## src/rtl/cache_pkg.sv

```systemverilog
// rtl/cache_pkg.sv - shared types and constants for the cache/memory arbiter
//
// Contents:
//   CACHE_CHUNKS  2-byte chunks per cache block
//   MEM_LATENCY   read latency of the shared main memory, in cycles
//   addr_t        16-bit memory/chunk address
//   arb_state_t   arbiter FSM state encoding
package cache_pkg;

   localparam int CACHE_CHUNKS = 8;
   localparam int MEM_LATENCY  = 4;

   typedef logic [15:0] addr_t;

   typedef enum logic [2:0] {
      ST_DRAIN  = 3'd0,
      ST_IDLE   = 3'd1,
      ST_IFILL  = 3'd2,
      ST_DFILL  = 3'd3,
      ST_DWRITE = 3'd4
   } arb_state_t;

endpackage

```

## src/rtl/fill_beat_counter.sv

```systemverilog
// rtl/fill_beat_counter.sv - issue/return chunk counting for one block fill
//
// Ports:
//   clk, rst     clock, synchronous active-high reset
//   active       a block fill currently owns memory
//   beat         memory read data valid this cycle
//   issue_open   fill still has chunk reads left to issue this cycle
//   done         this beat is the last return of the block
module fill_beat_counter #(
   parameter int CHUNKS = cache_pkg::CACHE_CHUNKS
) (
   input  logic clk,
   input  logic rst,
   input  logic active,
   input  logic beat,
   output logic issue_open,
   output logic done
);

   localparam int CW = $clog2(CHUNKS + 1);
   localparam logic [CW-1:0] FULL = CW'(CHUNKS);
   localparam logic [CW-1:0] LAST = CW'(CHUNKS - 1);

   logic [CW-1:0] issued;
   logic [CW-1:0] returned;

   assign issue_open = active && (issued < FULL);
   assign done       = active && beat && (returned == LAST);

   // Counters clear whenever no fill is running and on the final beat, so
   // a back-to-back fill starts from zero. Both saturate at CHUNKS.
   always_ff @(posedge clk) begin
      if (rst || !active || done) begin
         issued   <= '0;
         returned <= '0;
      end else begin
         if (issue_open)
            issued <= issued + 1'b1;
         if (beat && (returned < FULL))
            returned <= returned + 1'b1;
      end
   end

endmodule

```

## src/rtl/cache_mem_arbiter.sv

```systemverilog
// rtl/cache_mem_arbiter.sv - shared main-memory arbiter for I/D fills and D stores
//
// Ports:
//   clk, rst                   clock, synchronous active-high reset
//   icache_miss/icache_addr    I-cache fill request and chunk address
//   dcache_miss/dcache_addr    D-cache fill request and chunk address
//   dcache_wr/_wr_addr/_wr_data  D-cache write-through store
//   icache_grant/dcache_grant  fill ownership of memory
//   dcache_wr_done             one-cycle store acknowledge
//   icache_data_valid/dcache_data_valid  read returns routed to the owner
//   mem_enable/mem_wr/mem_addr/mem_data_in  memory request port
//   mem_data_valid             memory read data valid
// Build option: CACHE_ARB_ROUND_ROBIN_EN alternates contested fills.
module cache_mem_arbiter #(
   parameter int MEM_LATENCY = cache_pkg::MEM_LATENCY,
   parameter int CHUNKS      = cache_pkg::CACHE_CHUNKS
) (
   input  logic        clk,
   input  logic        rst,
   input  logic        icache_miss,
   input  logic [15:0] icache_addr,
   input  logic        dcache_miss,
   input  logic [15:0] dcache_addr,
   input  logic        dcache_wr,
   input  logic [15:0] dcache_wr_addr,
   input  logic [15:0] dcache_wr_data,
   output logic        icache_grant,
   output logic        dcache_grant,
   output logic        dcache_wr_done,
   output logic        icache_data_valid,
   output logic        dcache_data_valid,
   output logic        mem_enable,
   output logic        mem_wr,
   output logic [15:0] mem_addr,
   output logic [15:0] mem_data_in,
   input  logic        mem_data_valid
);

   import cache_pkg::*;

   localparam int DW = $clog2(MEM_LATENCY + 1);
   localparam logic [DW-1:0] DRAIN_LAST = DW'(MEM_LATENCY - 1);

   arb_state_t    state;
   arb_state_t    state_nxt;
   logic [DW-1:0] drain_cnt;
   logic          fill_active;
   logic          issue_open;
   logic          fill_done;
   logic          pick_dfill;
   addr_t         fill_addr;

   assign fill_active = (state == ST_IFILL) || (state == ST_DFILL);

   fill_beat_counter #(
      .CHUNKS(CHUNKS)
   ) u_beats (
      .clk       (clk),
      .rst       (rst),
      .active    (fill_active),
      .beat      (mem_data_valid),
      .issue_open(issue_open),
      .done      (fill_done)
   );

`ifdef CACHE_ARB_ROUND_ROBIN_EN
   // 0: I-cache was served by the last fill, so the D-cache wins a tie.
   logic last_served_d;

   assign pick_dfill = dcache_miss && (!icache_miss || !last_served_d);

   always_ff @(posedge clk) begin
      if (rst)
         last_served_d <= 1'b0;
      else if (state == ST_IDLE && state_nxt == ST_DFILL)
         last_served_d <= 1'b1;
      else if (state == ST_IDLE && state_nxt == ST_IFILL)
         last_served_d <= 1'b0;
   end
`else
   assign pick_dfill = dcache_miss;
`endif

   always_comb begin
      state_nxt = state;
      case (state)
         ST_DRAIN:  if (drain_cnt == DRAIN_LAST) state_nxt = ST_IDLE;
         ST_IDLE: begin
            if (dcache_wr)        state_nxt = ST_DWRITE;
            else if (pick_dfill)  state_nxt = ST_DFILL;
            else if (icache_miss) state_nxt = ST_IFILL;
         end
         ST_IFILL,
         ST_DFILL:  if (fill_done) state_nxt = ST_IDLE;
         ST_DWRITE: state_nxt = ST_IDLE;
         default:   state_nxt = ST_DRAIN;
      endcase
   end

   // DRAIN outlasts any read issued before reset, so stale returns land
   // while nothing is granted and are dropped.
   always_ff @(posedge clk) begin
      if (rst) begin
         state     <= ST_DRAIN;
         drain_cnt <= '0;
      end else begin
         state     <= state_nxt;
         drain_cnt <= (state == ST_DRAIN) ? drain_cnt + 1'b1 : '0;
      end
   end

   assign icache_grant      = (state == ST_IFILL);
   assign dcache_grant      = (state == ST_DFILL);
   assign dcache_wr_done    = (state == ST_DWRITE);
   assign icache_data_valid = icache_grant && mem_data_valid;
   assign dcache_data_valid = dcache_grant && mem_data_valid;
   assign fill_addr         = icache_grant ? icache_addr : dcache_addr;

   always_comb begin
      mem_enable  = 1'b0;
      mem_wr      = 1'b0;
      mem_addr    = '0;
      mem_data_in = '0;
      if (state == ST_DWRITE) begin
         mem_enable  = 1'b1;
         mem_wr      = 1'b1;
         mem_addr    = dcache_wr_addr;
         mem_data_in = dcache_wr_data;
      end else if (issue_open) begin
         mem_enable = 1'b1;
         mem_addr   = fill_addr;
      end
   end

endmodule

```

## config.mk

```make
export PLATFORM = sky130hd
export DESIGN_NAME = cache_mem_arbiter
export DESIGN_NICKNAME = d
export VERILOG_FILES = /design/src/rtl/cache_pkg.sv /design/src/rtl/fill_beat_counter.sv /design/src/rtl/cache_mem_arbiter.sv
export SDC_FILE = /design/constraint.sdc
export NUM_CORES = 1
export LEC_CHECK = 0
export CAP_MARGIN = 20
export CORE_MARGIN = 4
export CORE_UTILIZATION = 29
export DETAILED_ROUTE_END_ITERATION = 12
export GPL_TIMING_DRIVEN = 0
export HOLD_SLACK_MARGIN = 0.05
export PLACE_DENSITY = 0.8
export SYNTH_ARGS = -nofsm -noshare
export SYNTH_HDL_FRONTEND = slang
export SYNTH_SLANG_ARGS = --single-unit
```

## constraint.sdc

```tcl
create_clock -name clk -period 1.8 [get_ports clk]
set_clock_uncertainty 0.05 [all_clocks]
set_input_delay 0.27 -clock clk [delete_from_list [all_inputs] [get_ports clk]]
set_output_delay 0.27 -clock clk [all_outputs]
set_load 0.01 [all_outputs]
```

==> impl_metrics.csv, run 1 <==
group,metric,value,unit
status,outcome,"finished, violations left",
status,violations,"setup timing",
pwr,leakage,1.087,nW
routing,vias,1450,
synthesis,avgSynthCellArea,7.578,um^2
synthesis,synthCells,142,
hold_path,hold_end,"drain_cnt[0]",
floorplan,initial_core_util,0.3102,
sta,period_minus_slack,1.876,ns
global_routing,grt_max_degree,11,
synthesis,synth-edff-count,0,
cells_and_area,area_growth,128.1,%
synthesis,synth.distinct_cells,31,
synthesis,synth_top_cell_area_share,0.2605,
global_routing,first_global_vias,1381,
hold_path,min-delay-start,"drain_cnt[0]",
sta,maxSlewViolCount,0,
floorplan,row_count,21,
sta,fmax,533.0,MHz
synthesis,syn_area,0.001076,mm^2
hold_path,hold_path_class,"reg2reg",
cts,clk_pin_slew,0.05,ns
sta,hold_violations,0,
routing,firstDrtPassIters,4,
routing,drt-total-wl,4.770,mm
worst_setup_path,arrival,1.56,ns
synthesis,synthesis.nets,216,
routing,viasPerCell,4.589,
cts,cts-root-buf,"clkbuf_8",
pwr,ir_drop,0.4075,mV
cells_and_area,final_util,0.7078,
cts,clock_latency,0.24,ns
cts,h-tree-depth,1,
synthesis,yosysWarnings,0,
worst_setup_path,start_kind,"register",
sta,slew_headroom,0.8566,
global_routing,antenna_found_initial,0,
flow_run,maxCapViolCount,0,
cts,ctsHoldBuffers,0,
placement,routabilityCongestion,0.7712,
synthesis,ys_seq_area_frac,0.2605,
sta,worst_slack,-0.07614,ns
worst_setup_path,rr_startpoint,"state[1]",
sta,fin_hold_ws,0.3813,ns
worst_setup_path,r2r_cells,4,
worst_setup_path,r2r_slack,0.30,ns
placement,port_buffers,108,
cts,cts.sinks,14,
worst_setup_path,crit_path_top_delay_cell,"or3b_4",
routing,drtIter0Drc,52,
cells_and_area,diodes,0,
worst_setup_path,path_class,"reg2out",
synthesis,ys_ff_latch,14,
floorplan,design.portCount,109,
cts,cts_buffers,3,
routing,drc,0,
synthesis,yosysTopAreaCell,"dfxtp_1",
hold_path,hold_depth,1,
sta,fin_crit_sh,1.042,
synthesis,yosys-top-cells-area,"dfxtp_1 (26%), mux2i_1 (17%), and2_1 (10%)",
worst_setup_path,r2r-end,"state[1]",
worst_setup_path,required,1.48,ns
placement,placed_cell_area,0.002215,mm^2
synthesis,ys.flop_type,"dfxtp_1",
cells_and_area,fillerInstances,307,
global_routing,overflow,0,
cts,cts_tree,"built",
global_routing,grt_pass1_wl,6.548,mm
worst_setup_path,critical-path-max-stage-delay,0.43,ns
pwr,power_density,468.8,mW/mm^2
routing,antenna_left,0,
global_routing,grt_util_all_layers,0.1847,
cells_and_area,drive_gt1_frac,0.3556,
routing,wire_per_inst,15.09,um
cts,clk_path_buf_depth,2,
floorplan,coreArea,0.003468,mm^2
synthesis,async_reset_ff_frac,0,
cells_and_area,final_area,0.002455,mm^2
floorplan,die_x,68.92,um
worst_setup_path,path_cells,"or3b_4 -> buf_8 -> buf_6 -> o21ai_2 -> buf_2",
sta,worst-slew-pin-transition,0.2091,ns
sta,rsz0062_at_grt,"true",
sta,finalSetupViolations,7,
cells_and_area,nNetsFinal,346,
floorplan,fp.dieH,68.92,um
worst_setup_path,end_kind,"primary output",
worst_setup_path,crit_fanout,5,
placement,dp_slack,-0.5068,ns
floorplan,dieArea,0.004749,mm^2
placement,hpwl,3.482,mm
-- per-stage QoR --
step	power (mW)	TNS, ns	instances
floorplan	0.5600	0	142
global placement	0.8242	-15.41	296
detailed placement	0.8310	-15.01	296
CTS	1.123	-0.3495	315
global route	1.220	-1.075	316
finish	1.151	-0.1951	316
-- Yosys cell counts, types with 2 or more instances --
library cell  count
ha_1              4
nor3_1            3
o21ai_0          17
xor2_1            2
buf_2             5
nor2_1           12
clkbuf_1          4
inv_1             4
or4_1             2
dfxtp_1          14
nor2b_1           2
mux2i_1          18
nand2b_1          2
nand2_1          19
and2_1           18
-- routing by layer --
metal / vias to the layer above / GRT usage / share of wire
met5: - / 0 / 0
met4: 0 / 0.05839 / 0.0088
met3: 6 / 0.05997 / 0.13
met2: 65 / 0.3345 / 0.50
met1: 640 / 0.2020 / 0.37
li1: 739 / - / -
-- worst max-delay path, delay by kind of cell (launching register included) --
kind	cells	cell delay (ns)
buf+inv	3	0.40
compound gates	1	0.10
flops	1	0.37
simple gates	1	0.43
-- flip-flops by register name, summed over array words and instances, names as in the netlist --
register / count
u_beats.returned: 4
state: 3
u_beats.issued: 4
drain_cnt: 3
-- area by class of cell --
cell class	instances	area [um^2]	share of cell area
Clock buffer	3	41.29	0.01682
Inverter	4	15.01	0.006116
Multi-Input combinational cell	114	820.8	0.3344
Timing Repair Buffer	128	1156	0.4709
Tap cell	46	57.56	0.02345
Buffer	7	75.07	0.03058
Sequential cell	14	289.0	0.1177
-- cell usage in the layout, fill, tap and decap left out, types with 8 or more instances in the layout --
cell type / n
nor2_1: 10
o21ai_2: 9
clkdlybuf4s50_1: 69
buf_6: 21
buf_2: 23
nand2_2: 8
nand2_1: 10
and2_1: 13
dfxtp_1: 11
buf_4: 10
mux2i_1: 18
-- power breakdown --
part / total, mW / internal (mW) / switching, mW
combinational: 0.545 / 0.329 / 0.216
sequential: 0.354 / 0.335 / 0.0192
clock: 0.251 / 0.148 / 0.103
total: 1.15 / 0.812 / 0.338
-- repair_timing --
action,in CTS,in global routing
pin swaps,8,11
cloned,1,1
resized for setup,182,44
endpoints found under the setup margin,39,33
buffers inserted,17,3
-- cell families (layout without fill, tap and decap cells) --
logic type | after synthesis | in the layout | share of synthesized area
buffers and inverters | 14 | 142 | 0.05813
flip-flops | 14 | 14 | 0.2605
XOR/XNOR | 3 | 3 | 0.02442
adder cells (fa/ha/maj) | 4 | 4 | 0.04651
AND/OR/NAND/NOR | 65 | 65 | 0.3174
multiplexers | 18 | 18 | 0.1674
AO/OA/AOI/OAI | 24 | 24 | 0.1256
-- how the worst max path moves through the flow --
stage / start / endpoint
6_report: state[1] / mem_addr[10]
5_1_grt: state[1] / mem_addr[10]
4_1_cts: state[1] / mem_addr[10]
3_5_place_dp: state[2] / mem_addr[5]
3_3_place_gp: state[2] / mem_addr[6]
2_1_floorplan: state[2] / mem_addr[10]
No activity file was read; power rests on OpenSTA's default activity.
==> inputs of run 2 (changes only) <==
--- a/config.mk
+++ b/config.mk
@@ -15,3 +15,4 @@
 export SYNTH_ARGS = -nofsm -noshare
 export SYNTH_HDL_FRONTEND = slang
 export SYNTH_SLANG_ARGS = --single-unit
+export TNS_END_PERCENT = 20
==> impl_metrics.csv, run 2 (synthesis results as in run 1) <==
group,metric,value,unit
cts,clock_latency,0.24,ns
hold_path,hold_path_class,"reg2reg",
sta,fmax,547.1,MHz
cells_and_area,drive_gt1_frac,0.3071,
status,outcome,"finished, violations left",
worst_setup_path,crit_fanout,10,
cells_and_area,final_util,0.6760,
placement,routabilityCongestion,0.7712,
worst_setup_path,crit_path_top_delay_cell,"or3b_4",
sta,period_minus_slack,1.828,ns
floorplan,design.portCount,109,
worst_setup_path,required,1.48,ns
floorplan,die_x,68.92,um
cts,clk_path_buf_depth,2,
cts,cts_tree,"built",
worst_setup_path,end_kind,"primary output",
routing,drtIter0Drc,50,
cells_and_area,nNetsFinal,343,
sta,maxSlewViolCount,0,
global_routing,grt_util_all_layers,0.1823,
routing,drc,0,
cells_and_area,diodes,0,
cts,cts_buffers,3,
sta,finalSetupViolations,5,
cts,ctsHoldBuffers,0,
cts,clk_pin_slew,0.05,ns
global_routing,first_global_vias,1368,
global_routing,grt_pass1_wl,6.465,mm
routing,wire_per_inst,14.84,um
cells_and_area,regArea,289.0,um^2
cells_and_area,top_regs,"u_beats.issued (4), u_beats.returned (4)",
routing,drt-total-wl,4.646,mm
routing,antenna_left,0,
status,violations,"setup timing",
worst_setup_path,path_class,"reg2out",
floorplan,row_count,21,
worst_setup_path,arrival,1.51,ns
cells_and_area,layout_common_cells,"clkdlybuf4s50_1 (69), buf_2 (31), mux2i_1 (18)",
cells_and_area,area_growth,117.9,%
flow_run,maxCapViolCount,0,
cts,cts.sinks,14,
sta,rsz0062_at_grt,"true",
cells_and_area,mostFrequentLayoutCell,"clkdlybuf4s50_1",
cells_and_area,multi_input_area,788.3,um^2
global_routing,antenna_found_initial,0,
floorplan,coreArea,0.003468,mm^2
worst_setup_path,path_cells,"or3b_4 -> buf_8 -> o21ai_2 -> buf_2",
global_routing,grt_max_degree,11,
worst_setup_path,critical-path-max-stage-delay,0.43,ns
placement,hpwl,3.482,mm
routing,viasPerCell,4.585,
worst_setup_path,start_kind,"register",
pwr,ir_drop,0.4048,mV
floorplan,dieArea,0.004749,mm^2
pwr,leakage,1.052,nW
sta,worst_slack,-0.02786,ns
placement,port_buffers,108,
pwr,power_density,478.7,mW/mm^2
sta,fin_crit_sh,1.015,
cells_and_area,fillerInstances,336,
global_routing,overflow,0,
sta,hold_violations,0,
cts,cts-root-buf,"clkbuf_8",
sta,slew_headroom,0.8489,
routing,firstDrtPassIters,4,
floorplan,fp.dieH,68.92,um
cts,h-tree-depth,1,
routing,vias,1435,
sta,worst-slew-pin-transition,0.2204,ns
floorplan,initial_core_util,0.3102,
sta,fin_hold_ws,0.3876,ns
==> run 2: cell count changes in the layout (fill, tap and decap cells not counted), moves of 3 or more <==
| cell | delta |
|---|---|
| buf_6 | -10 |
| o21ai_2 | -4 |
| and2_1 | +3 |
| clkbuf_2 | -4 |
| and2_4 | -3 |
| buf_2 | +8 |
| o21ai_1 | +6 |
==> run 2: stage by stage <==
stage | setup TNS, ns | std cells | area [um^2] | setup WS [ns] | total power [mW]
after global routing | -1.260 | 313 | 2345 | -0.08664 | 1.187
after detailed placement | -15.01 | 296 | 2215 | -0.5068 | 0.8310
after floorplan | 0 | 142 | 1076 | 0.1784 | 0.5600
after global placement | -15.41 | 296 | 2215 | -0.5057 | 0.8242
after CTS | -0.5108 | 312 | 2295 | -0.05450 | 1.102
final | -0.05364 | 313 | 2345 | -0.02786 | 1.123
==> run 2: report_power, final <==
part / leakage (nW) / internal (mW) / switching [mW] / total (mW)
combinational: 0.915 / 0.311 / 0.205 / 0.516
clock: 0.0216 / 0.148 / 0.103 / 0.251
sequential: 0.115 / 0.335 / 0.0205 / 0.356
==> run 2: repair_timing <==
item                       in CTS  in global routing
buffers inserted               14                  2
gates cloned                    1                  0
setup endpoints to repair      39                 31
pin swaps                       1                  4
resized for setup             168                 44
==> run 2: area by class of cell <==
type,count,share of cell area
Multi-Input combinational cell,114,0.3362
Sequential cell,14,0.1233
Buffer,7,0.03522
Clock buffer,3,0.01761
Timing Repair Buffer,125,0.4568
Tap cell,46,0.02455
Inverter,4,0.006403
==> run 2: path summary, 6_finish.rpt <==
check               start      endpoint  slack [ns]  depth (start not counted)
max              state[1]   mem_addr[1]       -0.03                          4
min reg2reg  drain_cnt[0]  drain_cnt[0]        0.39                          1
max reg2reg      state[2]  drain_cnt[0]        0.40                          4
min          drain_cnt[0]  drain_cnt[0]        0.39                          1
==> run 2: worst max-delay path: cells and delay by family, from the launching register on <==
| kind | cells | cell delay (ns) |
|---|---|---|
| DFF | 1 | 0.38 |
| buffers and inverters | 2 | 0.31 |
| and+or+nand+nor | 1 | 0.43 |
| AOI/OAI and AO/OA | 1 | 0.15 |
==> run 2: layer usage <==
metal	track usage	share of wire
met1	0.2010	0.36
met2	0.3298	0.48
met3	0.05673	0.14
met4	0.05839	0.015
met5	0	0
